## src/rtl/dmem_pkg.sv

```systemverilog
// Shared types and constants for the data-memory responder slice.
package dmem_pkg;

    localparam int WORD_W          = 16;
    localparam int CNT_W           = 4;
    localparam int ADDR_W_DEF      = 8;
    localparam int WAIT_CYCLES_DEF = 2;

    localparam logic [WORD_W-1:0] RDATA_NONE = 16'h0000;

    typedef enum logic [1:0] {
        IDLE,
        WAIT,
        RESP
    } state_t;

    // True when the word address falls inside a 2**aw word array.
    function automatic logic addr_ok(input logic [WORD_W-1:0] addr, input int unsigned aw);
        return (addr >> aw) == '0;
    endfunction

endpackage

```

## src/rtl/dmem_if.sv

```systemverilog
// Request/response channel between the controller (master) and the memory responder (slave).
interface dmem_if;
    import dmem_pkg::*;

    logic              req_valid;
    logic              req_ready;
    logic              req_we;
    logic [WORD_W-1:0] req_addr;
    logic [WORD_W-1:0] req_wdata;
    logic              rsp_valid;
    logic              rsp_ready;
    logic [WORD_W-1:0] rsp_rdata;
    logic              rsp_err;

    modport master (
        output req_valid, req_we, req_addr, req_wdata, rsp_ready,
        input  req_ready, rsp_valid, rsp_rdata, rsp_err
    );

    modport slave (
        input  req_valid, req_we, req_addr, req_wdata, rsp_ready,
        output req_ready, rsp_valid, rsp_rdata, rsp_err
    );

endinterface

```

## src/rtl/dmem_store.sv

```systemverilog
// Single-port synchronous word array; rdata is registered and updated only on an enabled access.
module dmem_store
    import dmem_pkg::*;
#(
    parameter int ADDR_W = ADDR_W_DEF
) (
    input  logic              clk,
    input  logic              rst,
    input  logic              en,
    input  logic              we,
    input  logic [ADDR_W-1:0] addr,
    input  logic [WORD_W-1:0] wdata,
    output logic [WORD_W-1:0] rdata
);

    logic [WORD_W-1:0] mem [2**ADDR_W];

    // NOTE: the array itself is never reset so it can map onto a RAM macro; only the read register clears.
    always_ff @(posedge clk) begin
        if (en && we && !rst) begin
            mem[addr] <= wdata;
        end
    end

    always_ff @(posedge clk) begin
        if (rst) begin
            rdata <= RDATA_NONE;
        end else if (en) begin
            rdata <= we ? RDATA_NONE : mem[addr];
        end
    end

endmodule

```

## src/rtl/dmem_responder.sv

```systemverilog
// Timing-accurate memory responder: accepts one request, waits WAIT_CYCLES, accesses the array, holds the response.
module dmem_responder
    import dmem_pkg::*;
#(
    parameter int ADDR_W      = ADDR_W_DEF,
    parameter int WAIT_CYCLES = WAIT_CYCLES_DEF
) (
    input  logic clk,
    input  logic rst,
    dmem_if.slave bus
);

    state_t            state;
    logic [CNT_W-1:0]  cnt;
    logic              we_q;
    logic [WORD_W-1:0] addr_q;
    logic [WORD_W-1:0] wdata_q;
    logic              ready_q;
    logic              valid_q;
    logic              err_q;
    logic [WORD_W-1:0] store_rdata;

    logic              commit;
    logic              acc_we;
    logic [WORD_W-1:0] acc_addr;
    logic [WORD_W-1:0] acc_wdata;
    logic              acc_ok;

    // With zero wait states the access uses the live request; otherwise the latched copy.
    always_comb begin
        // NOTE: every combinational output is defaulted first so no path can leave it unassigned and infer a latch.
        commit    = 1'b0;
        acc_we    = we_q;
        acc_addr  = addr_q;
        acc_wdata = wdata_q;
        if (state == IDLE && WAIT_CYCLES == 0) begin
            acc_we    = bus.req_we;
            acc_addr  = bus.req_addr;
            acc_wdata = bus.req_wdata;
            commit    = bus.req_valid && !rst;
        end else if (state == WAIT && cnt == '0) begin
            commit = !rst;
        end
    end

    assign acc_ok = addr_ok(acc_addr, ADDR_W);

    dmem_store #(.ADDR_W(ADDR_W)) u_store (
        .clk   (clk),
        .rst   (rst),
        .en    (commit && acc_ok),
        .we    (acc_we),
        .addr  (acc_addr[ADDR_W-1:0]),
        .wdata (acc_wdata),
        .rdata (store_rdata)
    );

    // NOTE: state updates are non-blocking so every flop samples the same pre-edge values.
    always_ff @(posedge clk) begin
        if (rst) begin
            state   <= IDLE;
            cnt     <= '0;
            ready_q <= 1'b1;
            valid_q <= 1'b0;
            err_q   <= 1'b0;
            we_q    <= 1'b0;
            addr_q  <= '0;
            wdata_q <= '0;
        end else begin
            case (state)
                IDLE: begin
                    if (bus.req_valid) begin
                        we_q    <= bus.req_we;
                        addr_q  <= bus.req_addr;
                        wdata_q <= bus.req_wdata;
                        ready_q <= 1'b0;
                        if (WAIT_CYCLES == 0) begin
                            state   <= RESP;
                            valid_q <= 1'b1;
                            err_q   <= !acc_ok;
                        end else begin
                            cnt   <= CNT_W'(WAIT_CYCLES - 1);
                            state <= WAIT;
                        end
                    end
                end
                WAIT: begin
                    if (cnt != '0) begin
                        cnt <= cnt - 1'b1;
                    end else begin
                        state   <= RESP;
                        valid_q <= 1'b1;
                        err_q   <= !acc_ok;
                    end
                end
                RESP: begin
                    if (bus.rsp_ready) begin
                        state   <= IDLE;
                        valid_q <= 1'b0;
                        ready_q <= 1'b1;
                    end
                end
                default: state <= IDLE;
            endcase
        end
    end

    assign bus.req_ready = ready_q;
    assign bus.rsp_valid = valid_q;
    assign bus.rsp_err   = err_q;
    assign bus.rsp_rdata = err_q ? RDATA_NONE : store_rdata;

endmodule
```

## src/flat_wrapper.sv

```systemverilog
// flat-port wrapper written by rule: the top's interface ports become plain ports
module dmem_responder_flat import dmem_pkg::*;
#(
    parameter int ADDR_W      = ADDR_W_DEF,
    parameter int WAIT_CYCLES = WAIT_CYCLES_DEF
)
  (clk, rst, bus_req_valid, bus_req_we, bus_req_addr, bus_req_wdata, bus_rsp_ready, bus_req_ready, bus_rsp_valid, bus_rsp_rdata, bus_rsp_err);
  dmem_if bus_i ();
  input  logic clk;
  input  logic rst;
  input wire logic [$bits(bus_i.req_valid)-1:0] bus_req_valid;
  input wire logic [$bits(bus_i.req_we)-1:0] bus_req_we;
  input wire logic [$bits(bus_i.req_addr)-1:0] bus_req_addr;
  input wire logic [$bits(bus_i.req_wdata)-1:0] bus_req_wdata;
  input wire logic [$bits(bus_i.rsp_ready)-1:0] bus_rsp_ready;
  output wire logic [$bits(bus_i.req_ready)-1:0] bus_req_ready;
  output wire logic [$bits(bus_i.rsp_valid)-1:0] bus_rsp_valid;
  output wire logic [$bits(bus_i.rsp_rdata)-1:0] bus_rsp_rdata;
  output wire logic [$bits(bus_i.rsp_err)-1:0] bus_rsp_err;
  assign bus_i.req_valid = bus_req_valid;
  assign bus_i.req_we = bus_req_we;
  assign bus_i.req_addr = bus_req_addr;
  assign bus_i.req_wdata = bus_req_wdata;
  assign bus_i.rsp_ready = bus_rsp_ready;
  assign bus_req_ready = bus_i.req_ready;
  assign bus_rsp_valid = bus_i.rsp_valid;
  assign bus_rsp_rdata = bus_i.rsp_rdata;
  assign bus_rsp_err = bus_i.rsp_err;
  dmem_responder #(.ADDR_W(ADDR_W), .WAIT_CYCLES(WAIT_CYCLES)) u_core (.clk(clk), .rst(rst), .bus(bus_i));
endmodule
```

## config.mk

```make
export PLATFORM = sky130hd
export DESIGN_NAME = dmem_responder_flat
export DESIGN_NICKNAME = d
export VERILOG_FILES = /design/src/rtl/dmem_pkg.sv /design/src/rtl/dmem_if.sv /design/src/rtl/dmem_store.sv /design/src/rtl/dmem_responder.sv /design/src/flat_wrapper.sv
export SDC_FILE = /design/constraint.sdc
export NUM_CORES = 2
export LEC_CHECK = 0
export ABC_AREA = 1
export ABC_CLOCK_PERIOD_IN_PS = 7830
export BUFFER_PORTS_ARGS = -buffer_cell sky130_fd_sc_hd__buf_4
export CAP_MARGIN = 20
export CELL_PAD_IN_SITES_DETAIL_PLACEMENT = 1
export CELL_PAD_IN_SITES_GLOBAL_PLACEMENT = 1
export CORE_MARGIN = 1.5
export CORE_UTILIZATION = 45
export DETAILED_ROUTE_END_ITERATION = 8
export MAX_ROUTING_LAYER = met4
export PLACE_DENSITY = 0.75
export RECOVER_POWER = 100
export SLEW_MARGIN = 25
export SYNTH_ARGS = -nofsm -noshare
export SYNTH_HDL_FRONTEND = slang
export SYNTH_SLANG_ARGS = --single-unit
```

## constraint.sdc

```tcl
create_clock -name clk -period 7.83 [get_ports clk]
set_input_delay 1.566 -clock clk [delete_from_list [all_inputs] [get_ports clk]]
set_output_delay 1.566 -clock clk [all_outputs]
set_load 0.02 [all_outputs]
```

==> impl_metrics.csv <==
group,metric,value,unit
run_status,violations,"capacitance limit, slew limit",
logic_synthesis,synth_simple_gate_area_share,22.57,%
sta,rsz0062_at_grt,"no",
grt,grt_antenna_before_repair,13,
detailed_routing,routed_wl,542400,um
clocking,h-tree-depth,5,
logic_synthesis,synth_xor_area_share,0,%
critical_path,crit_chain,"inv_1, ha_1, nand3_1, nor3_1, nand3_2, nor3b_1, nand2_1, nor2_1, nand2_1, nor2_1, clkbuf_1",
cells_and_area,final_cell_count_no_fill,19297,
place,placed_cells,18490,
place,hpwl,293900,um
logic_synthesis,synth_top_area_share,73.05,%
run_status,status,"finished with violations",
critical_path,reg2reg_depth,11,
sta,setup_tns,0,ns
cells_and_area,drive_gt1_share,5.659,%
sta,hold_viol,0,
place,io_buffers,55,
detailed_routing,detail_route.first_pass.iterations,5,
logic_synthesis,synth_compound_area_share,0.1456,%
sta,finalSetupViolations,0,
place,gp_congestion,0.8451,
sta,finalCritPeriodShare,81.53,%
logic_synthesis,synth_top_family_by_area,"simple AND/OR/NAND/NOR gates",
critical_path,critPathKind,"flip-flop to flip-flop",
grt,gr-usage-all-layers,28.85,%
clocking,cts_buffers,424,
logic_synthesis,ys_types,26,
grt,grt_pass1_vias,119009,
logic_synthesis,syn_inst,14013,
hold_path,worstHoldPathType,"flip-flop to flip-flop",
clocking,cts_tree,"done",
sta,skew,0.07952,ns
critical_path,start_kind,"flip-flop",
critical_path,slowest_stage,"nor3b_1",
logic_synthesis,netlist_area,0.1684,mm2
logic_synthesis,yosysSeqAreaShare,73.83,%
clocking,path_clk_slew,0.06,ns
detailed_routing,vias,115348,
power_and_ir_drop,vdd_drop_max,0.2223,mV
clocking,worstSkewPairLatency,0.99,ns
critical_path,critPathBufInv,2,
grt,gr-total-overflow,0,
cells_and_area,nFillCells,38288,
detailed_routing,drc,0,
critical_path,required,8.42,ns
clocking,cts.path.max_buffers,4,
grt,grt_pass1_wl,792300,um
logic_synthesis,synth_edf_count,4096,
logic_synthesis,synth.largest_area_cell,"edfxtp_1",
cells_and_area,utilization,49.84,%
logic_synthesis,dominantRegCellSynth,"edfxtp_1",
critical_path,arrival,6.97,ns
die,core.rowCount,224,
sta,worstMarginPinSlew,4.464,ns
die,initial_core_util,45.20,%
logic_synthesis,syn_nets,14052,
critical_path,end_kind,"flip-flop",
power_and_ir_drop,power.density,276.5,mW/mm2
logic_synthesis,ys_top_cells_by_area,"edfxtp_1, nand3_1, nand2_1",
critical_path,critPathTopFamily,"simple AND/OR/NAND/NOR gates",
power_and_ir_drop,power_leakage,64.82,nW
die,coreArea,0.3725,mm2
sta,relSlewSlack,-197.6,%
run,maxCapViolations,65,
cells_and_area,syn_to_final_growth,10.25,%
logic_synthesis,ys_warn_count,0,
die,dieHeight,614.7,um
detailed_routing,wl_per_cell,28.11,um
grt,grt_max_degree,206,
logic_synthesis,synthMuxAreaShare,0,%
clocking,cts_hold_buf,0,
critical_path,cp.depth,11,
clocking,post-cts-setup-buffers,0,
sta,fin_crit,6.384,ns
die,io_pins,56,
clocking,cts_resized,0,
cells_and_area,final_nets,13985,
die,dieArea,0.3779,mm2
hold_path,hold_path_depth,2,
logic_synthesis,avgSynthCellArea,12.02,um2
clocking,cts-root-buf,"clkbuf_16",
logic_synthesis,ys_ff_latch,4162,
detailed_routing,ant_nets,0,
die,die_x,614.7,um
critical_path,crit_path_max_fanout,16,
sta,fmax,0.1566,GHz
logic_synthesis,synthAdderAreaFrac,0.01486,%
detailed_routing,drt_iter0_markers,14300,
sta,maxSlewViolCount,3694,
logic_synthesis,ys_async_sr_fraction,0,%
critical_path,max_stage_delay,1.21,ns
clocking,cts_sinks,4162,
detailed_routing,drt-vias-per-instance,5.978,
area by class of cell:
| class | instances | area (um2) | area share [%] |
|---|---|---|---|
| Sequential cell | 4162 | 124300 | 66.98 |
| Timing Repair Buffer | 455 | 2930 | 1.578 |
| Tap cell | 4972 | 6221 | 3.351 |
| Inverter | 49 | 236.5 | 0.1274 |
| Clock buffer | 553 | 11470 | 6.178 |
| Antenna cell | 11 | 27.53 | 0.01483 |
| Clock inverter | 241 | 2141 | 1.153 |
| Multi-Input combinational cell | 8854 | 38280 | 20.62 |
state kept, by name, summed over array words and instances, names as in the netlist, 2 cells and up, named ones only:
name and flops:
u_core.u_store.rdata 16, u_core.acc_wdata 16, u_core.u_store.mem 4096, u_core.state 2, u_core.cnt 4, u_core.acc_addr 16
path summary, 6_finish.rpt:
check	start	endpoint	slack, ns
max	u_core.cnt[0]	u_core.u_store.mem[107][6]	1.45
min	u_core.u_store.rdata[3]	u_core.u_store.rdata[3]	0.46
max reg2reg	u_core.cnt[0]	u_core.u_store.mem[107][6]	1.45
min reg2reg	u_core.u_store.rdata[3]	u_core.u_store.rdata[3]	0.46
metal layers:
| layer | up-vias | track usage [%] | part of all wire (%) |
|---|---|---|---|
| li1 | 49566 | - | - |
| met5 | - | - | 0 |
| met3 | 1101 | 4.008 | 8.1 |
| met1 | 59164 | 37.14 | 39 |
| met2 | 5517 | 45.78 | 48 |
| met4 | 0 | 12.92 | 4.9 |
worst register-to-register path: cells and delay by family (launching register included):
family / cells / cell delay, ns
and+or+nand+nor: 8 / 4.42
adders and majority gates: 1 / 0.18
buffers and inverters: 2 / 1.09
DFF: 1 / 0.31
cell families (layout without fill, tap and decap cells):
group | count (synthesis) | after routing
flops | 4162 | 4162
buf+inv | 997 | 1298
simple gates | 8803 | 8803
fa+ha+maj | 2 | 2
compound gates | 49 | 49
other cells | 0 | 11
synthesized netlist by cell type, types with 2 or more instances:
master       n
dfxtp_1     66
inv_4        2
nor3_1       4
nand3_1   3889
nor2_2       6
ha_1         2
edfxtp_1  4096
buf_1       62
o21ai_0     35
buf_4      115
nand2_2     16
nor2_1     338
nand2_1   4544
buf_2      480
inv_2        3
nor4_1       2
clkbuf_1   157
buf_6      133
inv_1       43
a21oi_1     14
where the power goes:
part           internal [mW]  switching [mW]
logic                   1.24            4.67
registers               25.0           0.267
clock network           11.4            8.74
total                   37.6            13.7
cell usage in the layout (no fill, tap or decap), drive strengths merged:
cell type  instances
o21ai             35
clkinvlp           6
dfxtp             66
nor3               5
clkbuf           830
nand2           4560
diode             11
clkinv           195
buf              178
nand3           3890
inv               56
nor2             344
nor3b              1
nor4               2
a21oi             14
or2                1
ha                 2
bufinv            33
edfxtp          4096
through the flow:
stage          area, um2  power (mW)  worst slack (ns)  hold WS (ns)
4_1_cts           186800       51.31             3.180        0.4647
5_1_grt           185600       52.56             1.480        0.4736
6_report          185600       51.32             1.446        0.4645
3_3_place_gp      173200       31.22             2.772        0.4397
2_1_floorplan     168400       29.13             3.577        0.4261
3_5_place_dp      173200       31.41             2.631        0.4454
Power figures use the tool's default switching activity.
